===== config.mk =====
export PLATFORM = sky130hd
export DESIGN_NAME = ps2_key_rx
export DESIGN_NICKNAME = d
export VERILOG_FILES = /design/src/rtl/ps2_key_rx.sv
export SDC_FILE = /design/constraint.sdc
export NUM_CORES = 1
export LEC_CHECK = 0
export CORE_MARGIN = 4
export CORE_UTILIZATION = 58
export DETAILED_ROUTE_END_ITERATION = 8
export PLACE_DENSITY = 0.9
export SYNTH_ARGS = -nofsm -noshare
export SYNTH_HDL_FRONTEND = slang
export SYNTH_SLANG_ARGS = --single-unit

===== constraint.sdc =====
create_clock -name clk_sys -period 3.6 [get_ports clk_sys]
set_input_delay 0.54 -clock clk_sys [delete_from_list [all_inputs] [get_ports clk_sys]]
set_output_delay 0.54 -clock clk_sys [all_outputs]
set_load 0.1 [all_outputs]

===== src/rtl/ps2_key_rx.sv =====
// ps2_key_rx
//   PS/2 keyboard receiver. The raw clock and data pins are synchronised, the
//   clock is glitch-filtered, and 11-bit frames (start, 8 data LSB first, odd
//   parity, stop) are assembled. Prefix bytes (E0 extended, F0 release,
//   E1 pause sequence) are folded into a single key event word.
//
// Parameters
//   FILTER_LEN     : consecutive identical ps2_clk samples before the filtered
//                    level is allowed to change.
//   TIMEOUT_CYCLES : clk_sys cycles without a filtered falling edge that abort
//                    a partial frame (only with PS2_RX_TIMEOUT_EN defined).
//
// Build option
//   PS2_RX_TIMEOUT_EN : when defined, adds the inter-edge frame timeout.
//
// Ports
//   clk_sys  : system clock.
//   reset    : asynchronous, active-high reset.
//   ps2_clk  : raw PS/2 clock pin (asynchronous).
//   ps2_data : raw PS/2 data pin (asynchronous).
//   ps2_key  : [7:0] scancode, [8] extended, [9] pressed, [10] event toggle.
//   ps2_err  : one-cycle pulse per rejected frame.

module ps2_key_rx #(
  parameter int FILTER_LEN     = 8,
  parameter int TIMEOUT_CYCLES = 60000
) (
  input  logic        clk_sys,
  input  logic        reset,
  input  logic        ps2_clk,
  input  logic        ps2_data,
  output logic [10:0] ps2_key,
  output logic        ps2_err
);

  localparam logic [1:0] ST_IDLE   = 2'd0;
  localparam logic [1:0] ST_DATA   = 2'd1;
  localparam logic [1:0] ST_PARITY = 2'd2;
  localparam logic [1:0] ST_STOP   = 2'd3;

  localparam int FCW = (FILTER_LEN < 2) ? 1 : $clog2(FILTER_LEN + 1);
  localparam logic [FCW-1:0] FILT_LAST = FCW'(FILTER_LEN - 1);

  // ---------------------------------------------------------------------
  // Two-flop synchronisers; idle bus level is high.
  // ---------------------------------------------------------------------
  logic clk_meta_reg, clk_sync_reg;
  logic data_meta_reg, data_sync_reg;

  always_ff @(posedge clk_sys or posedge reset) begin
    if (reset) begin
      clk_meta_reg  <= 1'b1;
      clk_sync_reg  <= 1'b1;
      data_meta_reg <= 1'b1;
      data_sync_reg <= 1'b1;
    end else begin
      clk_meta_reg  <= ps2_clk;
      clk_sync_reg  <= clk_meta_reg;
      data_meta_reg <= ps2_data;
      data_sync_reg <= data_meta_reg;
    end
  end

  // ---------------------------------------------------------------------
  // Clock glitch filter: the counter tracks how long the synchronised clock
  // has disagreed with the filtered level; any agreement restarts it.
  // ---------------------------------------------------------------------
  logic           filt_clk_reg;
  logic [FCW-1:0] filt_cnt_reg;
  logic           filt_fall;

  always_ff @(posedge clk_sys or posedge reset) begin
    if (reset) begin
      filt_clk_reg <= 1'b1;
      filt_cnt_reg <= '0;
    end else if (clk_sync_reg == filt_clk_reg) begin
      filt_cnt_reg <= '0;
    end else if (filt_cnt_reg == FILT_LAST) begin
      filt_clk_reg <= clk_sync_reg;
      filt_cnt_reg <= '0;
    end else begin
      filt_cnt_reg <= filt_cnt_reg + 1'b1;
    end
  end

  // High in the cycle the filtered clock is about to drop; data is taken now.
  assign filt_fall = filt_clk_reg && !clk_sync_reg && (filt_cnt_reg == FILT_LAST);

  // ---------------------------------------------------------------------
  // Frame FSM
  // ---------------------------------------------------------------------
  logic [1:0] state_reg;
  logic [2:0] bit_cnt_reg;
  logic [7:0] shift_reg;
  logic       parity_reg;
  logic       stop_reg;
  logic       done_reg;
  logic       timeout_hit;

  always_ff @(posedge clk_sys or posedge reset) begin
    if (reset) begin
      state_reg   <= ST_IDLE;
      bit_cnt_reg <= 3'd0;
      shift_reg   <= 8'd0;
      parity_reg  <= 1'b0;
      stop_reg    <= 1'b0;
      done_reg    <= 1'b0;
    end else begin
      done_reg <= 1'b0;
      if (timeout_hit) begin
        state_reg <= ST_IDLE;
      end else if (filt_fall) begin
        case (state_reg)
          ST_IDLE: begin
            if (!data_sync_reg) begin
              state_reg   <= ST_DATA;
              bit_cnt_reg <= 3'd0;
            end
          end
          ST_DATA: begin
            shift_reg   <= {data_sync_reg, shift_reg[7:1]};
            bit_cnt_reg <= bit_cnt_reg + 3'd1;
            if (bit_cnt_reg == 3'd7) begin
              state_reg <= ST_PARITY;
            end
          end
          ST_PARITY: begin
            parity_reg <= data_sync_reg;
            state_reg  <= ST_STOP;
          end
          default: begin
            stop_reg  <= data_sync_reg;
            done_reg  <= 1'b1;
            state_reg <= ST_IDLE;
          end
        endcase
      end
    end
  end

  // ---------------------------------------------------------------------
  // Optional inter-edge timeout
  // ---------------------------------------------------------------------
`ifdef PS2_RX_TIMEOUT_EN
  localparam int TCW = $clog2(TIMEOUT_CYCLES + 1);
  logic [TCW-1:0] to_cnt_reg;

  always_ff @(posedge clk_sys or posedge reset) begin
    if (reset) begin
      to_cnt_reg <= '0;
    end else if ((state_reg == ST_IDLE) || filt_fall || timeout_hit) begin
      to_cnt_reg <= '0;
    end else begin
      to_cnt_reg <= to_cnt_reg + 1'b1;
    end
  end

  // Fires on the TIMEOUT_CYCLES-th consecutive cycle without a falling edge.
  assign timeout_hit = (state_reg != ST_IDLE) && !filt_fall &&
                       (to_cnt_reg == TCW'(TIMEOUT_CYCLES - 1));
`else
  assign timeout_hit = 1'b0;
`endif

  // ---------------------------------------------------------------------
  // Byte decode, one cycle after the stop bit is sampled. shift_reg is
  // stable here because the FSM sits in IDLE and cannot shift yet.
  // ---------------------------------------------------------------------
  logic       frame_ok;
  logic       frame_bad;
  logic       byte_ignored;
  logic       ext_reg;
  logic       rel_reg;
  logic [2:0] skip_reg;

  assign frame_ok  = done_reg && stop_reg && (^{shift_reg, parity_reg});
  assign frame_bad = done_reg && !frame_ok;

  always_comb begin
    byte_ignored = 1'b0;
    case (shift_reg)
      8'hFA, 8'hAA, 8'hEE, 8'hFE, 8'h00, 8'hFF: byte_ignored = 1'b1;
      default:                                   byte_ignored = 1'b0;
    endcase
  end

  always_ff @(posedge clk_sys or posedge reset) begin
    if (reset) begin
      ps2_key  <= 11'd0;
      ps2_err  <= 1'b0;
      ext_reg  <= 1'b0;
      rel_reg  <= 1'b0;
      skip_reg <= 3'd0;
    end else begin
      ps2_err <= 1'b0;
      if (frame_bad) begin
        ps2_err  <= 1'b1;
        ext_reg  <= 1'b0;
        rel_reg  <= 1'b0;
        skip_reg <= 3'd0;
      end else if (timeout_hit) begin
        ext_reg  <= 1'b0;
        rel_reg  <= 1'b0;
        skip_reg <= 3'd0;
      end else if (frame_ok) begin
        // The pause sequence swallows its trailing bytes before any other
        // interpretation, so E0/F0 inside it never reach the prefix flags.
        if (skip_reg != 3'd0) begin
          skip_reg <= skip_reg - 3'd1;
        end else if (shift_reg == 8'hE0) begin
          ext_reg <= 1'b1;
        end else if (shift_reg == 8'hF0) begin
          rel_reg <= 1'b1;
        end else if (shift_reg == 8'hE1) begin
          skip_reg <= 3'd7;
        end else if (!byte_ignored) begin
          ps2_key <= {~ps2_key[10], ~rel_reg, ext_reg, shift_reg};
          ext_reg <= 1'b0;
          rel_reg <= 1'b0;
        end
      end
    end
  end

endmodule


* Yosys cells after proc, flatten, opt, wreduce, memory -nomap -nowiden
Cells that the tools add are included.
** Cells by class
- $add $sub $neg :: 3
- Multiply operators :: 0
- Divide/modulo/power cells :: 0
- $lt $le $gt $ge :: 0
- Equal/unequal tests :: 24
- Shift-type cells :: 0
- Mux-type cells :: 29
- Bitwise logic cells :: 10
- Reductions and logical operators :: 26
** Operators by type and width (number)
- $eq A8 B8 Y1 const B :: 8
- $mux W3 :: 7
- $mux W1 :: 16
- $ne A3 B3 Y1 const B :: 5
- $not A1 Y1 :: 10
- $reduce_and A5 Y1 :: 2
- $reduce_xor A9 Y1 :: 1
- $logic_not A8 Y1 :: 1
- $mux W4 :: 2
- $ne A2 B2 Y1 const B :: 4
- $reduce_and A2 Y1 :: 4
- $reduce_and A7 Y1 :: 1
- $ne A3 B2 Y1 const B :: 2
- $pmux W2 S3 :: 1
- $pmux W3 S2 :: 1
- $reduce_and A3 Y1 :: 2
- $reduce_bool A3 Y1 :: 2
- $reduce_or A6 Y1 :: 1
- $logic_and A1 B1 Y1 :: 5
- $add A4 B1 Y4 const B :: 1
- $eq A4 B3 Y1 const B :: 1
- $mux W2 :: 2
- $reduce_and A4 Y1 :: 1
- $reduce_bool A2 Y1 :: 2
- other kinds (9) :: 10
** Storage, ports and cells
- Bits in registers :: 42
- Latch bits :: 0
- RAM bits :: 0
- Memory bits (read-only) :: 0
- Input port bits :: 4
- Word-level logic and storage cells :: 109
- Memories :: 0

* Logic depth before layout (Yosys ltp)
- Depth in word-level cells :: 10
- Depth in mapped cells :: 7
- Depth with buffers taken out :: 7

* Worst setup path after synthesis
No wires, ideal clock.
- Path type :: register to register
- Start :: reg shift_reg[0]
- End :: reg ps2_key[0]
- Library setup time :: 125 ps
- Arrival time :: 2299 ps
- Path slack :: 1175 ps
- Cell stages (with the launch flop) :: 8
- Buffers on the path :: 2
- Period minus slack after synthesis :: 2425 ps
- Path through :: dfrtp_1 > buf_6 > xor2_1 > xnor3_1 > mux2_4 > or4b_4 > buf_6 > mux2_4
** On the way
- Longest elaborated chain between the ends :: 6
- Elaborated cells between the ends (all ways) :: 21
** Ends and longest elaborated chain
- start, declared :: line 94 : logic [7:0] shift_reg;
- start signal, assigned :: line 121 : shift_reg <= {data_sync_reg, shift_reg[7:1]};
- parallel branches: the longest is 6 deep, another holds $eq A8 B8 Y1
- end signal, assigned :: line 217 : ps2_key <= {~ps2_key[10], ~rel_reg, ext_reg, shift_reg};
- end, declared :: line 32 : output logic [10:0] ps2_key,
Parallel ways; which one is timed is not known.
A chain may end at the register's enable or synchronous reset.

* Worst setup path after layout
- Start :: reg shift_reg[4]
- End :: reg ps2_key[7]
** On the way
- Longest elaborated chain between the ends :: 6
- Elaborated cells between the ends (all ways) :: 21
** Ends and longest elaborated chain
- parallel branches: the longest is 5 deep, another holds $eq A8 B8 Y1
- $reduce_and A7 Y1 (no source line) *
Every way passes the cells marked *.

==> impl_metrics.toml <==
[yosys]
synthesis.nets = 171
synth.top_cell.area_share_pct = 45.59
syn_inst = 157
synthesis.area_sq_um = 2031
yosysSeqAreaShare_pct = 52.06
synth_mux_area_share_pct = 15.40
yosys-top-cells-count = "dfrtp_1, mux2_2, ha_1, nor2_1, mux2_4"
synth_cell_types = 43
synth_most_common_cell = "dfrtp_1"
yosysTopAreaCell = "dfrtp_1"
async_reset_ff_share_pct = 100.0
synth_compound_area_share_pct = 8.256
ys_ff_latch = 42
synthAdderAreaFrac_pct = 6.161
synth_top_family_by_area = "multiplexers"
synthSimpleGateAreaFrac_pct = 9.920
ys.flop_type = "dfrtp_1"
syn_avg_cell_area_sq_um = 12.93
synth-xor-area-share_pct = 4.436
synth-edff-count = 0
synthTopCellsByArea = "dfrtp_1, mux2_2, mux2_4"
ys_warn_count = 0

[route]
post-route-drc-count = 0
routedWlPerCell_um = 14.53
routed_wl_um = 3226
drtIter0Drc = 49
viasPerCell = 5.572
firstDrtPassIters = 6
ant_nets = 0
vias = 1237

[worst_setup_path]
crit_path_max_fanout = 12
path_class = "flop to flop"
r2r_slack_ns = 1.02
path_buf_inv = 0
worst_r2r_startpoint = "shift_reg[4]$_DFFE_PP0P_"
crit_end = "ps2_key[7]$_DFFE_PP0P_"
crit_required_ns = 3.84
cp_common_cell = "mux2_4"
reg2reg_depth = 5
end_kind = "flop"
cp.arrival_ns = 2.82
r2r-end = "ps2_key[7]$_DFFE_PP0P_"
startpoint = "shift_reg[4]$_DFFE_PP0P_"
cp_slowest_cell = "or4b_4"
worstPathCellList = "xnor2_1 -> xnor3_1 -> mux2_4 -> or4b_4 -> mux2_4"
cp-start-kind = "flop"
cp_slowest_stage_delay_ns = 0.62
cp.depth = 5
critPathTopFamily = "multiplexers"

[cells_and_area]
diodes = 0
finish.utilization_pct = 67.63
final_area_sq_um = 2275
layout-drive-gt1-share_pct = 23.86
final_cells = 222
fillers = 274
largest_reg_flops = 11
nNetsFinal = 189
synthToLayoutAreaGrowth_pct = 12.01

[power]
ir_drop_v = 0.0002669
power_density_nw_per_um2 = 366.1
fin_total_pwr_uw = 832.8
p_leak_nw = 1.114

[clocking]
root_buffer = "clkbuf_4"
ctsResizeCount = 0
cts.sinks = 42
clockBufferDepth = 2
clkTransAtPathRegs_ns = 0.11
cts_tree = "done"
clock_latency_ns = 0.35
cts_buffers = 5
postCtsSetupBuffers = 0
ctsHoldBuffers = 0
htree_levels = 2

[global_route]
grt_pass1_vias = 1314
grt_pass1_wl_um = 5927
grt_max_degree = 24
antenna_found_initial = 0
grt_overflow = 0
grt_use_total_pct = 17.97

[timing]
slew_viol_final = 0
rsz0062_at_grt = "false"
fmax_mhz = 387.9
hold_violations = 0
relSlewSlack_pct = 34.29
setup_tns_ns = 0
clock_skew_ns = 0.009305
setup_violations = 0
tightest_slew_ns = 0.9826
post-route-period-util_pct = 71.61
min_period_ns = 2.578

[placed_design]
io_buffers = 15
placed_area_sq_um = 2200
place_inst = 214
place.gp.congestion = 0.8107
dpl.hpwl_um = 2413

[min_path]
hold_class = "flop to flop"
hold_path_depth = 0

[floorplanning]
pin_count = 16
num_rows = 21
coreArea_sq_um = 3363
start_util_pct = 60.38
die_w_um = 67.17
die_area_sq_um = 4512
die_y_um = 67.17

[flow_run]
maxCapViolations = 0

[status]
status = "completed"
==> area by class of cell <==
cell class	instances	area [sq um]	area share (%)
multi-input combinational	102	897.1	39.44
clock buffer	7	45.04	1.980
inverter	8	30.03	1.320
timing repair buffer	16	157.7	6.931
clock inverter	1	30.03	1.320
tap	46	57.56	2.530
sequential	42	1057	46.48
==> power breakdown <==
group / total (mW) / internal [mW] / switching, mW
sequential: 0.502 / 0.490 / 0.0119
clock: 0.289 / 0.147 / 0.141
combinational: 0.0423 / 0.0193 / 0.0231
total: 0.833 / 0.657 / 0.176
==> cells in the final DEF (no fill, tap or decap), types with 2 or more instances in the layout <==
| master | netlist | final |
|---|---|---|
| and2_1 | 2 | 2 |
| mux2i_1 | 2 | 2 |
| nor2_1 | 10 | 10 |
| o22ai_1 | 2 | 2 |
| inv_1 | 8 | 8 |
| a21oi_1 | 3 | 3 |
| nor3_1 | 3 | 3 |
| nor2b_1 | 2 | 2 |
| o21bai_1 | 2 | 2 |
| xnor2_1 | 4 | 4 |
| clkbuf_1 | 0 | 2 |
| nor4_1 | 2 | 2 |
| dfrtp_1 | 37 | 37 |
| clkdlybuf4s50_1 | 0 | 15 |
| mux2_2 | 14 | 14 |
| clkbuf_4 | 0 | 5 |
| nand3b_1 | 2 | 2 |
| dfstp_2 | 5 | 5 |
| mux2_4 | 9 | 9 |
| a22o_1 | 3 | 3 |
| ha_1 | 10 | 10 |
| nand2_1 | 7 | 7 |
| o21ai_0 | 5 | 5 |
==> kinds of logic (layout without fill, tap and decap cells) <==
family | Yosys count | after routing
buf+inv | 13 | 32
compound gates | 24 | 24
mux | 25 | 25
xor+xnor | 7 | 7
simple gates | 36 | 36
flops | 42 | 42
fa+ha+maj | 10 | 10
==> per-stage QoR <==
step | hold WS (ns) | setup slack [ns]
2_1_floorplan | 0.3452 | 1.175
3_3_place_gp | 0.3461 | 1.136
3_5_place_dp | 0.3488 | 1.018
4_1_cts | 0.3657 | 1.007
5_1_grt | 0.3739 | 0.9492
6_report | 0.3644 | 1.022
==> layer usage <==
| layer | vias to the layer above | global-route usage, % | part of all wire (%) |
|---|---|---|---|
| met1 | 607 | 19.80 | 42 |
| met3 | 9 | 4.326 | 4.0 |
| met2 | 27 | 30.92 | 51 |
| met5 | - | 0 | 0 |
| met4 | 0 | 11.39 | 3.0 |
| li1 | 594 | - | - |
==> how the worst min path moves through the flow <==
| stage | start | endpoint | slack (ns) |
|---|---|---|---|
| 6_report | data_meta_reg$_DFF_PP1_ | data_sync_reg$_DFF_PP1_ | 0.36 |
| 5_1_grt | data_meta_reg$_DFF_PP1_ | data_sync_reg$_DFF_PP1_ | 0.37 |
| 4_1_cts | data_meta_reg$_DFF_PP1_ | data_sync_reg$_DFF_PP1_ | 0.37 |
| 3_5_place_dp | data_meta_reg$_DFF_PP1_ | data_sync_reg$_DFF_PP1_ | 0.35 |
| 3_3_place_gp | data_meta_reg$_DFF_PP1_ | data_sync_reg$_DFF_PP1_ | 0.35 |
| 2_1_floorplan | clk_meta_reg$_DFF_PP1_ | clk_sync_reg$_DFF_PP1_ | 0.35 |
No activity file was read; power rests on OpenSTA's default activity.
